[src/rtl/tt_um_count_checker_pkg.sv]
// tt_um_count_checker_pkg: shared state encoding, counter width and default lock/loss thresholds
package tt_um_count_checker_pkg;
  typedef enum logic [1:0] {IDLE, ACQUIRE, LOCKED} state_t;
  localparam int CNT_W = 4;
  localparam int LOCK_COUNT_DEF = 3;
  localparam int LOSS_COUNT_DEF = 2;
endpackage

[src/rtl/count_checker_errctr.sv]
// count_checker_errctr: saturating error counter, clear beats increment
// Ports: clk, rst (async, high); i_clr sync clear; i_inc count one error; o_cnt current count
module count_checker_errctr
  import tt_um_count_checker_pkg::*;
(
  input  logic             clk,
  input  logic             rst,
  input  logic             i_clr,
  input  logic             i_inc,
  output logic [CNT_W-1:0] o_cnt
);
  logic [CNT_W-1:0] r_cnt;
  always_ff @(posedge clk or posedge rst)
    if (rst) r_cnt <= '0;
    else r_cnt <= i_clr ? '0 : (i_inc && r_cnt != '1) ? r_cnt + CNT_W'(1) : r_cnt;
  assign o_cnt = r_cnt;
endmodule

[config.mk]
export PLATFORM = sky130hd
export DESIGN_NAME = count_checker_errctr
export DESIGN_NICKNAME = d
export VERILOG_FILES = /design/src/rtl/tt_um_count_checker_pkg.sv /design/src/rtl/count_checker_errctr.sv
export SDC_FILE = /design/constraint.sdc
export NUM_CORES = 1
export LEC_CHECK = 0
export ABC_CLOCK_PERIOD_IN_PS = 1600
export CORE_AREA = 2 2 39 41
export CTS_CLUSTER_SIZE = 30
export DETAILED_ROUTE_END_ITERATION = 6
export DIE_AREA = 0 0 41 43
export PLACE_DENSITY = 0.44
export SLEW_MARGIN = 10
export SYNTH_ARGS = -nofsm -noshare
export SYNTH_HDL_FRONTEND = slang
export SYNTH_SLANG_ARGS = --single-unit
[constraint.sdc]
create_clock -name clk -period 1.6 [get_ports clk]
set_input_delay 0.32 -clock clk [delete_from_list [all_inputs] [get_ports clk]]
set_output_delay 0.32 -clock clk [all_outputs]
set_load 0.05 [all_outputs]
### Word-level counts from Yosys, hierarchy flattened

Index checks and enable logic that the tools add are counted.

* mux-type cells: 2
* reductions and logical operators: 2
* $add $sub $neg: 1
* eq/ne operators: 1

Operators with widths (number)
* 4-bit two-way mux: 2
* 4-bit by 1-bit adder with 4-bit output, second input constant: 1
* 4-bit inequality test, second input constant: 1
* 2-bit nonzero test: 1
* 1-bit logical AND: 1

* output and inout port bits: 4
* bits in registers: 4
* input port bits: 4
* word-level logic and storage cells: 7

### Logic depth before layout (Yosys ltp)

Gate-level depths: netlist of the first run.

* word-level depth: 4
* mapped depth: 4

### Least setup slack after synthesis of the first run

OpenSTA, ideal clock, no wires.

* path type: reg2reg
* from: reg r_cnt[0], in the netlist o_cnt[0]
* to: reg r_cnt[0], in the netlist o_cnt[0]
* cell stages (with the launch flop): 5
* arrival: 1.481 ns
* library setup time: 0.125 ns
* path slack: -0.006 ns
* data required time: 1.475 ns
* path through: dfrtp_1 -> ha_1 -> and3_4 -> nor2b_4 -> mux2_4

* word-level cells in the longest chain between the ends: 3
* elaborated cells on any way between the ends: 6

Ends and longest elaborated chain
* start, declared: line count_checker_errctr.sv:12 `logic [CNT_W-1:0] r_cnt;`
* start signal, assigned: line count_checker_errctr.sv:15 `else r_cnt <= i_clr ? '0 : (i_inc && r_cnt != '1) ? r_cnt + CNT_W'(1) : r_cnt;`
* 4-bit by 1-bit adder with 4-bit output / 4-bit inequality test (equally long branches): line count_checker_errctr.sv:15
* 4-bit two-way mux / 1-bit logical AND (equally long branches): line count_checker_errctr.sv:15
* 4-bit two-way mux / 2-bit nonzero test (equally long branches)

Parallel ways exist; a longest one is shown, timed or not. The select of a mux whose other input is x is not followed.
A chain may end at the register's enable or synchronous reset.

### Final worst setup path of the first run

Same ends and word-level chain as after synthesis.

==> results.toml, run 1 <==
[drt]
vias = 204
routedWlPerCell_um = 11.3
vias_per_cell = 4.25
drt-pass1-iter-count = 3
drt_iter0_drc = 2
totalWireLength_um = 543
ant_nets = 0
drc = 0

[synth]
yosys.area_share.simple_pct = 32.8
synthAdderAreaFrac_pct = 5.38
syn_area_per_cell_um2 = 11.1
synth_cell_types = 16
synth_xor_area_share_pct = 0
syn_inst = 21
yosys_warnings = 0
synth-seq-cells = 4
seq_area_frac_synth_pct = 43.0
synth.cell_area_um2 = 233
synth_top_family_by_area = "simple AND/OR/NAND/NOR gates"
synth_compound_area_share_pct = 6.45
muxShareOfSynthArea_pct = 10.8
syn_nets = 26

[setup_path]
cp_max_fo = 5
worstPathArrival_ns = 1.55
crit_family = "flip-flops"
rr_worst_depth = 4
path_class = "reg2reg"
cp-end-kind = "register"
max_stage_delay_ns = 0.44
cp-start-kind = "register"
slowest_stage = "dfrtp_2"
path_cells = "ha_1 -> and3_4 -> nor2b_4 -> mux2_4"
cp_num_buf_inv = 0
worst-path-stages = 4
cp.required_ns = 1.72

[placed_design]
io_buffers = 7
dp_worst_setup_slack_ns = 0.145
place.gp.congestion = 0.655

[floorplan]
row_count = 14
die_w_um = 41
start_util_pct = 16.8
ios = 8
die_area_um2 = 1760
core_region_area_um2 = 1380
die_h_um = 43

[cts]
clk_pin_slew_ns = 0.04
hold_buffers = 0
cts_made_buffers = 3
cts_buffer_depth = 2
post_cts_buffers = 0
cts_root_buf = "clkbuf_4"
cts_sinks = 4
htree_num_levels = 1
clk_latency_ns = 0.24
post_cts_resized = 0
cts_tree = "built"

[power]
p_leak_nw = 0.172
swShare_pct = 26.4
powerDensity_nw_per_um2 = 824
p_int_mw = 0.237
p_total_mw = 0.322
power_frac_seq_pct = 36.0
power.switching_mw = 0.0849
combPwrFrac_pct = 20.8
ir_worst_vdd_v = 0.000278
power_frac_clock_pct = 43.1

[global_route]
grt_antenna_before_repair = 0
grt_max_degree = 7
first_global_vias = 212
overflow = 0
grt_pass1_wl_um = 938
grt_usage_pct = 8.95

[sta]
rsz0062_at_grt = "false"
worst-slew-pin-transition_ns = 0.216
slew-limit-headroom_pct = 85.6
finalSetupTns_ns = 0
setup_slack_ns = 0.177
finalCritPeriodShare_pct = 89.0
hold_ws_ns = 0.277
setup_viol = 0
fmax_ghz = 0.703
slew_violations = 0
skew_ns = 0.00881
fin_crit_ns = 1.42
hold_viol_final = 0

[finish]
fillers = 157
fin_nets = 38
multi_input_area_um2 = 129
n_antenna_cell = 0
drive_above_1_share_pct = 37.5
final_core_util_pct = 28.2
largest_register_ffs = 4
area.sequential_um2 = 101
syn2layout_area_growth_pct = 67.7

[run]
max-cap-violations = 0

[hold_path]
hp-class = "in2async"

[status]
status = "finished, final reports clean"
-- metal layers --
| layer | vias to the layer above | global-route usage (%) | routed length [um] |
|---|---|---|---|
| li1 | 95 | - | - |
| met1 | 99 | 9.39 | 234 |
| met2 | 10 | 10.9 | 255 |
| met3 | 0 | 6.81 | 53 |
| met4 | 0 | 8.00 | 0 |
| met5 | - | 0 | 0 |
-- cells in the final DEF (no fill, tap or decap) --
| cell type | netlist | layout |
|---|---|---|
| clkdlybuf4s50_1 | 0 | 3 |
| clkbuf_1 | 0 | 1 |
| mux2_4 | 1 | 1 |
| nand2b_1 | 2 | 2 |
| ha_1 | 1 | 1 |
| nor3_1 | 1 | 1 |
| o21ai_0 | 1 | 1 |
| dfrtp_1 | 4 | 3 |
| nor2b_4 | 1 | 1 |
| clkbuf_4 | 0 | 3 |
| and3_4 | 1 | 1 |
| dfrtp_2 | 0 | 1 |
| nor2_1 | 1 | 1 |
| a21oi_1 | 2 | 2 |
| or2_0 | 1 | 1 |
| nand4_1 | 1 | 1 |
| inv_1 | 1 | 1 |
| nor2b_1 | 1 | 1 |
| mux2i_1 | 1 | 1 |
| and4b_2 | 1 | 1 |
| buf_12 | 0 | 4 |
-- power by group through the flow --
stage | registers [mW] | logic [mW] | clock network, mW
6_report | 0.116 | 0.0670 | 0.139
5_1_grt | 0.117 | 0.0723 | 0.161
4_1_cts | 0.116 | 0.0680 | 0.145
3_5_place_dp | 0.117 | 0.0675 | 0
3_3_place_gp | 0.118 | 0.0670 | 0
2_1_floorplan | 0.131 | 0.0174 | 0
-- synthesized netlist by cell type, drive strengths merged --
master,count,area (um2)
or2,1,6.26
nor2b,2,20.0
dfrtp,4,100
ha,1,12.5
and3,1,11.3
o21ai,1,5.00
nor2,1,3.75
mux2,1,15.0
and4b,1,11.3
inv,1,3.75
a21oi,2,10.0
nand4,1,6.26
nor3,1,5.00
nand2b,2,12.5
mux2i,1,10.0
-- cell type report --
| cell class | count | area share, % |
|---|---|---|
| Tap cell | 16 | 5.13 |
| Sequential cell | 4 | 26.0 |
| Timing Repair Buffer | 7 | 28.2 |
| Inverter | 1 | 0.962 |
| Clock buffer | 4 | 6.73 |
| Multi-Input combinational cell | 16 | 33.0 |
-- kinds of logic (layout without fill, tap and decap cells) --
group | Yosys count | in the layout
flops | 4 | 4
mux | 2 | 2
fa+ha+maj | 1 | 1
compound gates | 3 | 3
buf+inv | 1 | 12
simple gates | 10 | 10
-- path summary, 6_finish.rpt --
| kind | from | to | slack, ns |
|---|---|---|---|
| max | o_cnt[0] | o_cnt[0] | 0.18 |
| min | rst | o_cnt[1] | 0.28 |
| max reg2reg | o_cnt[0] | o_cnt[0] | 0.18 |
| min reg2reg | o_cnt[1] | o_cnt[1] | 0.64 |
| max in group asynchronous | rst | o_cnt[0] | 1.16 |
| min in group clk | o_cnt[1] | o_cnt[1] | 0.64 |
-- worst register-to-register path, stage by stage (launching register included) --
cell and delay, ns:
dfrtp_2 0.44, ha_1 0.24, and3_4 0.20, nor2b_4 0.13, mux2_4 0.30
-- through the flow --
stage / std cells / area (um2)
after floorplan: 21 / 234
after global placement: 44 / 364
after detailed placement: 44 / 364
after CTS: 48 / 390
after global routing: 48 / 390
final: 48 / 390
Power figures use the tool's default switching activity.
==> inputs of run 2 (changes only) <==
Settings changed: SLEW_MARGIN 10 to 20.
==> results of run 2 <==
Same layout as run 1: the final DEF is identical, and so are final timing and power.
==> inputs of run 3 (changes only) <==
Settings changed: ABC_CLOCK_PERIOD_IN_PS 1600 to 1400.
Clock period 1.6 ns to 1.4 ns, I/O delays scaled along.
==> run 3 against run 2 <==
Net effect: critical path depth unchanged; cell count increased by 8.3%; combinational power increased by 46%; clock power increased by 14%; worst hold slack got worse by 0.047 ns; sequential cell count unchanged; register-to-register slack got worse by 0.08 ns; global-route usage decreased by 0.49 points; maximum frequency increased by 9.2%; die area unchanged; clock-buffer cell count unchanged; via count increased by 3.9%.
==> results.toml, run 3 (synthesis gave the netlist of run 1 again) <==
[drt]
vias = 212
vias_per_cell = 4.08
ant_nets = 0
drc = 0
totalWireLength_um = 539
routedWlPerCell_um = 10.4
drt_iter0_drc = 1
drt-pass1-iter-count = 2

[power]
powerDensity_nw_per_um2 = 884
p_total_mw = 0.384
p_leak_nw = 0.189
ir_worst_vdd_v = 0.000241

[cts]
cts_tree = "built"
cts_made_buffers = 3
post_cts_resized = 0
htree_num_levels = 1
post_cts_buffers = 0
clk_pin_slew_ns = 0.04
cts_buffer_depth = 2
hold_buffers = 0
cts_sinks = 4
cts_root_buf = "clkbuf_4"
clk_latency_ns = 0.24

[setup_path]
cp_max_fo = 3
r2r_setup_slack_ns = 0.1
cp-end-kind = "register"
startpoint = "o_cnt[1]"
cp-start-kind = "register"
rr_worst_depth = 4
cp.required_ns = 1.52
r2r_end = "o_cnt[0]"
worstPathArrival_ns = 1.43
crit_end = "o_cnt[0]"
path_class = "reg2reg"
regToRegStartpoint = "o_cnt[1]"

[sta]
setup_viol = 0
finalCritPeriodShare_pct = 93.1
hold_ws_ns = 0.231
slew_violations = 0
hold_viol_final = 0
slew-limit-headroom_pct = 85.9
worst-slew-pin-transition_ns = 0.211
finalSetupTns_ns = 0
skew_ns = 0.00631
fmax_ghz = 0.767
rsz0062_at_grt = "false"
fin_crit_ns = 1.30

[finish]
layout.cells.non_filler = 52
final_core_util_pct = 31.4
drive_above_1_share_pct = 50.0
layout_common_cells = "4 x buf_12, 4 x buf_4, 3 x clkbuf_4, 3 x clkdlybuf4s50_1"
fin_nets = 42
largest_register_ffs = 4
syn2layout_area_growth_pct = 86.6
n_antenna_cell = 0

[placed_design]
post-place-cells = 48
io_buffers = 7
place.gp.congestion = 0.631

[floorplan]
die_w_um = 41
row_count = 14
core_region_area_um2 = 1380
die_area_um2 = 1760
die_h_um = 43
ios = 8
start_util_pct = 16.8

[global_route]
grt_pass1_wl_um = 883
grt_usage_pct = 8.47
first_global_vias = 225
grt_max_degree = 7
grt_antenna_before_repair = 0
overflow = 0

[run]
max-cap-violations = 0

[hold_path]
hp-class = "in2async"

[status]
status = "finished, final reports clean"
[run 3: through the flow]
stage,setup slack [ns],instance area (um2)
floorplan,-0.0422,248
global placement,0.00355,408
detailed placement,-0.0187,408
CTS,0.0878,434
global route,0.0600,434
finish,0.0969,434
[run 3: area by class of cell]
type,instances,area (um2)
Clock buffer,4,26.3
Tap cell,16,20.0
Timing Repair Buffer,11,140
Fill cell,140,950
Multi-Input combinational cell,16,141
Sequential cell,4,103
Inverter,1,3.75
[run 3: critical path, cell delays in order, from the launching register on]
cell and delay, ns:
dfrtp_2 0.41, ha_4 0.17, and3_4 0.18, nor2b_4 0.12
mux2_4 0.30
[run 3: worst min path at each step]
stage          slack [ns]  cells after the start       end  start
4_1_cts              0.24                      2  o_cnt[0]    rst
3_5_place_dp         0.49                      2  o_cnt[2]    rst
3_3_place_gp         0.49                      2  o_cnt[2]    rst
5_1_grt              0.26                      2  o_cnt[0]    rst
6_report             0.23                      2  o_cnt[0]    rst
2_1_floorplan        0.05                      1  o_cnt[2]    rst
[run 3: power breakdown]
part | total, mW | internal [mW] | switching, mW
logic | 0.0981 | 0.0528 | 0.0454
registers | 0.128 | 0.123 | 0.00529
clock network | 0.158 | 0.107 | 0.0505
total | 0.384 | 0.283 | 0.101
[run 3: metal layers]
layer  up-vias  global-route usage [%]  routed length, um
met1        95                    9.12                221
met2        10                    10.6                251
met3         2                    3.66                 48
met5         -                       0                  0
met4         0                    10.0                 17
li1        105                       -                  -
